==> src/rtl/reg_writeback_unit_if.sv <==
// Bundle of the ALU/memory writeback sources and the register-file write port.
// The unit uses the slave view; the producer/consumer side uses master.
interface reg_writeback_unit_if #(
  parameter int unsigned DEPTH = 4,
  parameter int unsigned DW    = 32,
  parameter int unsigned AW    = 5
);
  localparam int unsigned CW = $clog2(DEPTH) + 1;

  logic          AluValid;
  logic [AW-1:0] AluRd;
  logic [DW-1:0] AluData;
  logic          AluStall;

  logic          MemValid;
  logic [AW-1:0] MemRd;
  logic [DW-1:0] MemData;
  logic          MemReady;

  logic [AW-1:0] RD;
  logic [DW-1:0] WData;
  logic          RegWr;
  logic [31:0]   PendMask;
  logic [CW-1:0] Count;

  modport slave (
    input  AluValid, AluRd, AluData,
    input  MemValid, MemRd, MemData,
    output AluStall, MemReady,
    output RD, WData, RegWr, PendMask, Count
  );

  modport master (
    output AluValid, AluRd, AluData,
    output MemValid, MemRd, MemData,
    input  AluStall, MemReady,
    input  RD, WData, RegWr, PendMask, Count
  );
endinterface

==> src/rtl/reg_writeback_unit.sv <==
// Merges ALU results and FIFO-buffered memory results onto the single registered
// register-file write port, and exports the mask of registers with queued writes.
module reg_writeback_unit #(
  parameter int unsigned DEPTH = 4,
  parameter int unsigned DW    = 32,
  parameter int unsigned AW    = 5
) (
  input  logic                  Clk,
  input  logic                  Reset,
  reg_writeback_unit_if.slave   bus
);
  localparam int unsigned PW = $clog2(DEPTH);
  localparam int unsigned CW = PW + 1;

  typedef enum logic [1:0] {
    SEL_NONE,
    SEL_ALU,
    SEL_FIFO
  } sel_e;

  // Pointers carry an extra wrap bit so full and empty are distinguishable.
  logic [PW:0]      r_wptr;
  logic [PW:0]      r_rptr;
  logic [AW-1:0]    r_frd   [DEPTH];
  logic [DW-1:0]    r_fdata [DEPTH];
  logic [DEPTH-1:0] r_fvld;

  logic [AW-1:0]    r_rd;
  logic [DW-1:0]    r_wdata;
  logic             r_regwr;

  logic [CW-1:0]    w_count;
  logic [PW-1:0]    w_widx;
  logic [PW-1:0]    w_ridx;
  logic             w_full;
  logic             w_empty;
  logic             w_memready;
  logic             w_push;
  logic             w_pop;
  sel_e             w_sel;
  logic [31:0]      w_pend;

  assign w_count    = r_wptr - r_rptr;
  assign w_widx     = r_wptr[PW-1:0];
  assign w_ridx     = r_rptr[PW-1:0];
  assign w_full     = (w_count == CW'(DEPTH));
  assign w_empty    = (w_count == '0);

  // Readiness looks only at registered occupancy, never at this cycle's pop.
  assign w_memready = !Reset && !w_full;
  assign w_push     = bus.MemValid && w_memready && (bus.MemRd != '0);

  always_comb begin
    w_sel = SEL_NONE;
    if (w_full)
      w_sel = SEL_FIFO;
    else if (bus.AluValid)
      w_sel = SEL_ALU;
    else if (!w_empty)
      w_sel = SEL_FIFO;
  end

  assign w_pop = (w_sel == SEL_FIFO);

  always_ff @(posedge Clk or posedge Reset) begin
    if (Reset) begin
      r_wptr <= '0;
      r_rptr <= '0;
      r_fvld <= '0;
    end else begin
      if (w_push) r_wptr <= r_wptr + CW'(1);
      if (w_pop)  r_rptr <= r_rptr + CW'(1);
      // Pop and push slots can only coincide when empty or full, where one side is idle.
      if (w_pop)  r_fvld[w_ridx] <= 1'b0;
      if (w_push) r_fvld[w_widx] <= 1'b1;
    end
  end

  always_ff @(posedge Clk) begin
    if (w_push) begin
      r_frd[w_widx]   <= bus.MemRd;
      r_fdata[w_widx] <= bus.MemData;
    end
  end

  always_ff @(posedge Clk or posedge Reset) begin
    if (Reset) begin
      r_rd    <= '0;
      r_wdata <= '0;
      r_regwr <= 1'b0;
    end else begin
      r_regwr <= 1'b0;
      case (w_sel)
        SEL_ALU: begin
          if (bus.AluRd != '0) begin
            r_regwr <= 1'b1;
            r_rd    <= bus.AluRd;
            r_wdata <= bus.AluData;
          end
        end
        SEL_FIFO: begin
          r_regwr <= 1'b1;
          r_rd    <= r_frd[w_ridx];
          r_wdata <= r_fdata[w_ridx];
        end
        default: ;
      endcase
    end
  end

  always_comb begin
    w_pend = '0;
    for (int unsigned i = 0; i < DEPTH; i++) begin
      if (r_fvld[i]) w_pend[r_frd[i]] = 1'b1;
    end
  end

  assign bus.AluStall = bus.AluValid && w_full;
  assign bus.MemReady = w_memready;
  assign bus.RD       = r_rd;
  assign bus.WData    = r_wdata;
  assign bus.RegWr    = r_regwr;
  assign bus.PendMask = w_pend;
  assign bus.Count    = w_count;
endmodule

==> src/flat_wrapper.sv <==
// flat-port wrapper written by rule: the top's interface ports become plain ports
module reg_writeback_unit_flat 
#(
  parameter int unsigned DEPTH = 4,
  parameter int unsigned DW    = 32,
  parameter int unsigned AW    = 5
)
  (Clk, Reset, bus_AluValid, bus_AluRd, bus_AluData, bus_MemValid, bus_MemRd, bus_MemData, bus_AluStall, bus_MemReady, bus_RD, bus_WData, bus_RegWr, bus_PendMask, bus_Count);
  reg_writeback_unit_if #(.DEPTH(DEPTH), .DW(DW), .AW(AW)) bus_i ();
  input  logic Clk;
  input  logic Reset;
  input wire logic [$bits(bus_i.AluValid)-1:0] bus_AluValid;
  input wire logic [$bits(bus_i.AluRd)-1:0] bus_AluRd;
  input wire logic [$bits(bus_i.AluData)-1:0] bus_AluData;
  input wire logic [$bits(bus_i.MemValid)-1:0] bus_MemValid;
  input wire logic [$bits(bus_i.MemRd)-1:0] bus_MemRd;
  input wire logic [$bits(bus_i.MemData)-1:0] bus_MemData;
  output wire logic [$bits(bus_i.AluStall)-1:0] bus_AluStall;
  output wire logic [$bits(bus_i.MemReady)-1:0] bus_MemReady;
  output wire logic [$bits(bus_i.RD)-1:0] bus_RD;
  output wire logic [$bits(bus_i.WData)-1:0] bus_WData;
  output wire logic [$bits(bus_i.RegWr)-1:0] bus_RegWr;
  output wire logic [$bits(bus_i.PendMask)-1:0] bus_PendMask;
  output wire logic [$bits(bus_i.Count)-1:0] bus_Count;
  assign bus_i.AluValid = bus_AluValid;
  assign bus_i.AluRd = bus_AluRd;
  assign bus_i.AluData = bus_AluData;
  assign bus_i.MemValid = bus_MemValid;
  assign bus_i.MemRd = bus_MemRd;
  assign bus_i.MemData = bus_MemData;
  assign bus_AluStall = bus_i.AluStall;
  assign bus_MemReady = bus_i.MemReady;
  assign bus_RD = bus_i.RD;
  assign bus_WData = bus_i.WData;
  assign bus_RegWr = bus_i.RegWr;
  assign bus_PendMask = bus_i.PendMask;
  assign bus_Count = bus_i.Count;
  reg_writeback_unit #(.DEPTH(DEPTH), .DW(DW), .AW(AW)) u_core (.Clk(Clk), .Reset(Reset), .bus(bus_i));
endmodule
==> config.mk <==
export PLATFORM = sky130hd
export DESIGN_NAME = reg_writeback_unit_flat
export DESIGN_NICKNAME = d
export VERILOG_FILES = /design/src/rtl/reg_writeback_unit_if.sv /design/src/rtl/reg_writeback_unit.sv /design/src/flat_wrapper.sv
export SDC_FILE = /design/constraint.sdc
export NUM_CORES = 1
export LEC_CHECK = 0
export ABC_AREA = 1
export BUFFER_PORTS_ARGS = -buffer_cell sky130_fd_sc_hd__buf_2
export CORE_AREA = 2 2 144 146
export CTS_CLUSTER_DIAMETER = 100
export DETAILED_ROUTE_END_ITERATION = 10
export DIE_AREA = 0 0 146 148
export PLACE_DENSITY_LB_ADDON = 0.3
export SYNTH_ARGS = -nofsm -noshare
export SYNTH_HDL_FRONTEND = slang
export SYNTH_SLANG_ARGS = --single-unit
==> constraint.sdc <==
create_clock -name Clk -period 4.3 [get_ports Clk]
set_clock_uncertainty 0.15 [all_clocks]
set_input_delay 0.86 -clock Clk [delete_from_list [all_inputs] [get_ports Clk]]
set_output_delay 0.86 -clock Clk [all_outputs]
set_load 0.05 [all_outputs]
Yosys cells after proc, flatten, opt, wreduce, memory -nomap -nowiden
Memory sizes are Yosys's and may differ from the RTL's. Cells that the tools add are included.

Register bits: 48. Latch bits: 0. Bits in writable memories: 148. Bits in read-only memories: 0. Input bits: 78. Output and inout bits: 75. Memories: 2.

Memories: u_core.r_fdata (words 4, width 32, rd ports 1, clocked after Yosys merged registers in 0, write ports 1, line reg_writeback_unit.sv:25) `logic [DW-1:0] r_fdata [DEPTH];`; u_core.r_frd (words 4, width 5, rd ports 5, clocked after Yosys merged registers in 0, write ports 1, line reg_writeback_unit.sv:24) `logic [AW-1:0] r_frd [DEPTH];`.

Add/sub/neg operators: 3. $mul: 0. Divide/modulo/power cells: 0. Magnitude comparators: 12. Eq/ne operators: 4. Shifts and indexed selects: 0. Muxes and demuxes: 29. Bitwise gates (word level): 6. Reductions and logical operators: 17.

Operator list (number): 32-bit two-way mux (5); 32-bit OR (3); 32-bit one-hot mux with 2 select lines (1); 5-bit by 6-bit less-than comparator with 1-bit output, second input constant (4); 1-bit demux with 5-bit select (4); 5-bit by 1-bit >= comparator with 1-bit output, second input constant (4); 1-bit logical AND (10); 5-bit one-hot mux with 2 select lines (1); 5-bit nonzero test (2); 1-bit two-way mux (9); 4-bit two-way mux (2); 3-bit by 1-bit adder with 3-bit output, second input constant (2); 2-bit by 3-bit less-than comparator with 1-bit output, second input constant (2); 2-bit two-way mux (3); 5-bit two-way mux (1); 4-bit bitwise AND (1); 1-bit demux with 2-bit select (2); 2-bit by 1-bit >= comparator with 1-bit output, second input constant (2); 4-bit inverter (1); 4-bit OR (1); 3-bit == test, second input constant (1); 3-bit logical NOT (1); 3-bit subtractor (1); 2-bit by 1-bit == test with 1-bit output, second input constant (1); 6 further kinds (7).

Depth between registers and ports, before layout
Word-level depth: 11. Gate-level depth with buffers: 14.

Least setup slack after synthesis
No wires, ideal clock.

Path type: in2reg. Start: input Reset. End: memory u_core.r_fdata[0][0] (enable). Library setup time: 431 ps. Arrival: 4080 ps. Data required time: 3719 ps. Setup slack: -361 ps. Cell stages on the path: 3. Buffers on the path: 0. Cell sequence: inv_1 -> nand4_1 -> nor2_1.

Longest elaborated chain between the ends: 6.

Ends and longest elaborated chain: start: declaration (line flat_wrapper.sv:11) `input logic Reset;`; 1-bit logical NOT (line reg_writeback_unit.sv:50) `assign w_memready = !Reset && !w_full;`; 1-bit logical AND (line reg_writeback_unit.sv:50); 1-bit logical AND (2 in series) (line reg_writeback_unit.sv:51) `assign w_push = bus.MemValid && w_memready && (bus.MemRd != '0);`; 1-bit two-way mux (line reg_writeback_unit.sv:80) `if (w_push) begin`; 1-bit two-way mux (implied by the code) (line reg_writeback_unit.sv:82) `r_fdata[w_widx] <= bus.MemData;`; end: declaration (line reg_writeback_unit.sv:25).

No other way between the ends.

Worst setup path after layout
Start: register u_core.r_wptr[0]. End: output bus_AluStall.

Longest elaborated chain between the ends: 3.

Ends and longest elaborated chain: start: declaration (line reg_writeback_unit.sv:22) `logic [PW:0] r_wptr;`; start signal: assignment (line reg_writeback_unit.sv:71) `if (w_push) r_wptr <= r_wptr + CW'(1);`; 3-bit subtractor (line reg_writeback_unit.sv:43) `assign w_count = r_wptr - r_rptr;`; 3-bit == test (line reg_writeback_unit.sv:46) `assign w_full = (w_count == CW'(DEPTH));`; 1-bit logical AND (line reg_writeback_unit.sv:118) `assign bus.AluStall = bus.AluValid && w_full;`; end: declaration (line flat_wrapper.sv:18) `output wire logic [$bits(bus_i.AluStall)-1:0] bus_AluStall;`.

No other way between the ends.

==> impl_metrics.csv <==
group,metric,value,unit
sta,fin_crit,3.619,ns
placed_design,routabilityCongestion,0.9564,
floorplan,die_area,0.02161,mm2
sta,finalSetupViolations,0,
clocking,cts_hold_buf,0,
critical_path,required,3.29,ns
critical_path,cp-start-kind,"flop",
placed_design,port_buffers,152,
sta,slew_headroom,46.50,%
floorplan,rows,52,
sta,finalHoldViolCount,0,
sta,tightest_slew,0.8013,ns
final_layout,drive_above_1_share,20.97,%
drt,num_vias,7031,
drt,drt_iter0_drc,586,
critical_path,crit_type,"reg -> out",
clocking,clk_pin_slew,0.07,ns
synth,syn_area,0.008904,mm2
critical_path,worstSetupEndpointType,"primary output",
synth,synthAdderAreaFrac,1.490,%
synth,syn-instance-count,850,
job,maxCapViolCount,0,
drt,via_per_inst,5.506,
synth,ys_seq_elements,196,
synth,synth.area.top_cells,"edfxtp_1 50%, dfrtp_1 13%, nand2_1 5.3%, nor2_1 5.3%, o21ai_0 4.6%",
clocking,cts_tree,"done",
final_layout,syn_to_final_growth,18.42,%
hold_path,min_path_type,"in -> async",
sta,finalCritPeriodShare,84.16,%
synth,synth_flop_cell,"edfxtp_1",
clocking,htreeDepth,4,
synth,synthesis.nets,938,
placed_design,hpwl,15130,um
global_routing,grt_pass1_vias,6731,
synth,synthMuxAreaShare,0,%
sta,fmax,276.3,MHz
drt,dr.pass1.iters,5,
clocking,numCtsBuffers,17,
placed_design,place_area,0.009960,mm2
critical_path,cp_data_arrival_time,2.61,ns
clocking,clock_latency,0.44,ns
sta,setup-tns-final,0,ns
global_routing,grt.total_usage,21.63,%
floorplan,die_y,148,um
drt,finalWirelength,23230,um
floorplan,coreArea,0.02004,mm2
sta,slew_violations,0,
drt,drc,0,
critical_path,ff2ff_setup_slack,1.00,ns
floorplan,initial_core_util,44.43,%
synth,synthArstFlopShare,24.49,%
synth,yosys.area.top_type_share,49.92,%
clocking,clockRootBuffer,"clkbuf_16",
critical_path,path_max_fanout,28,
synth,yosysMostFrequentCell,"edfxtp_1",
clocking,cts_buffer_depth,2,
drt,drtAntennaViolNets,0,
floorplan,die_w,146,um
global_routing,grt_pass1_wl,36160,um
global_routing,antenna_found_initial,0,
pwr,power_density,748.1,mW/mm2
synth,synthSimpleGateAreaFrac,17.33,%
synth,synth_warnings,0,
final_layout,final_nets,1081,
synth,synth_top_area_cell,"edfxtp_1",
sta,rsz0062_at_grt,"false",
floorplan,ios,153,
clocking,postCtsSetupRepairBufs,0,
clocking,clock_sinks,196,
synth,synth_cell_types,31,
final_layout,design_area,0.01054,mm2
global_routing,overflow,0,
synth,ys_seq_area_share,63.41,%
synth,synth-xor-area-share,0.09837,%
synth,synth_edf_count,148,
pwr,max-vdd-ir-drop,0.3494,mV
synth,synth_compound_area_share,12.77,%
pwr,p_leak,4.360,nW
drt,wl_per_cell,18.19,um
global_routing,grt_max_degree,81,
synth,synth_top_family_by_area,"simple AND/OR/NAND/NOR gates",
clocking,cts_resized,0,
outcome,outcome,"complete, no violations",
synth,synth_commonest_cells,"148 x edfxtp_1, 126 x nand2_1, 126 x nor2_1",
synth,post_synth.cell_area_avg,10.47,um2
-- per-stage QoR --
| stage | power [mW] | setup WS [ns] | hold WS [ns] | cells | utilization [%] |
|---|---|---|---|---|---|
| after floorplan | 5.474 | -0.3609 | 0.3318 | 850 | - |
| after global placement | 6.310 | 0.9878 | 0.3131 | 1244 | 49.70 |
| after detailed placement | 6.370 | 0.9502 | 0.3150 | 1244 | 49.70 |
| after CTS | 7.936 | 0.6715 | 0.3248 | 1276 | 52.60 |
| after global routing | 8.383 | 0.4641 | 0.3513 | 1276 | 52.60 |
| final | 7.888 | 0.6812 | 0.3211 | 1277 | 52.62 |
-- critical path: stages (launching register included) --
cell and delay [ns]:
dfrtp_1 0.40, inv_1 0.12, ha_1 0.21, fa_1 0.50, nand2_1 0.08, inv_1 0.10, nand3_4 0.32, nor2_1 0.17
buf_2 0.28
-- kinds of logic (layout without fill, tap and decap cells) --
group,Yosys count,after routing
simple gates,357,357
flops,196,196
compound gates,184,184
buf+inv,102,258
fa+ha+maj,10,10
xor+xnor,1,1
other cells,0,1
-- layout by cell type, fill, tap and decap left out, drive strengths merged --
| cell type | count |
|---|---|
| a21oi | 13 |
| a22oi | 23 |
| and2 | 1 |
| buf | 164 |
| bufinv | 2 |
| clkbuf | 17 |
| clkinv | 5 |
| clkinvlp | 4 |
| dfrtp | 48 |
| diode | 1 |
| edfxtp | 148 |
| fa | 1 |
| ha | 9 |
| inv | 66 |
| nand2 | 129 |
| nand3 | 73 |
| nand3b | 3 |
| nand4 | 23 |
| nor2 | 127 |
| o21ai | 81 |
| o221ai | 28 |
| o22a | 2 |
| o22ai | 37 |
| or2 | 1 |
| xor2 | 1 |
-- layout make-up --
cell class / instances / area, um2
Clock buffer: 17 / 425.4
Timing Repair Buffer: 164 / 888.4
Clock inverter: 15 / 156.4
Inverter: 62 / 235.2
Fill cell: 1801 / 9495
Sequential cell: 196 / 5647
Tap cell: 270 / 337.8
Multi-Input combinational cell: 552 / 2851
Antenna cell: 1 / 2.502
-- power by group --
group          total, mW  switching, mW  internal [mW]
Combinational       3.65           2.76          0.895
Clock               1.57          0.705          0.861
Sequential          2.67          0.195           2.48
-- worst paths after layout --
| kind | start | endpoint | cells past startpoint |
|---|---|---|---|
| max | u_core.r_wptr[0] | bus_AluStall | 8 |
| min | Reset | u_core.bus.RegWr | 2 |
| max reg2reg | u_core.r_wptr[0] | u_core.r_fdata[1][11] | 12 |
| min reg2reg | u_core.bus.WData[0] | u_core.bus.WData[0] | 2 |
| max in group asynchronous | Reset | u_core.r_rptr[0] | 3 |
| min in group Clk | u_core.bus.WData[0] | u_core.bus.WData[0] | 2 |
-- sequential cells by signal (all words and copies together) (netlist names) --
signal	count
u_core.bus.RD	5
u_core.bus.RegWr	1
u_core.bus.WData	32
u_core.r_fdata	128
u_core.r_frd	20
u_core.r_fvld	4
u_core.r_rptr	3
u_core.r_wptr	3
-- per-layer routing --
metal	up-vias	track usage [%]	share of wire [%]
met3	32	5.617	7.5
met1	3362	28.47	43
li1	3346	-	-
met5	-	0	0
met4	0	7.718	2.0
met2	291	35.00	47
(Power assumes the default switching activity.)
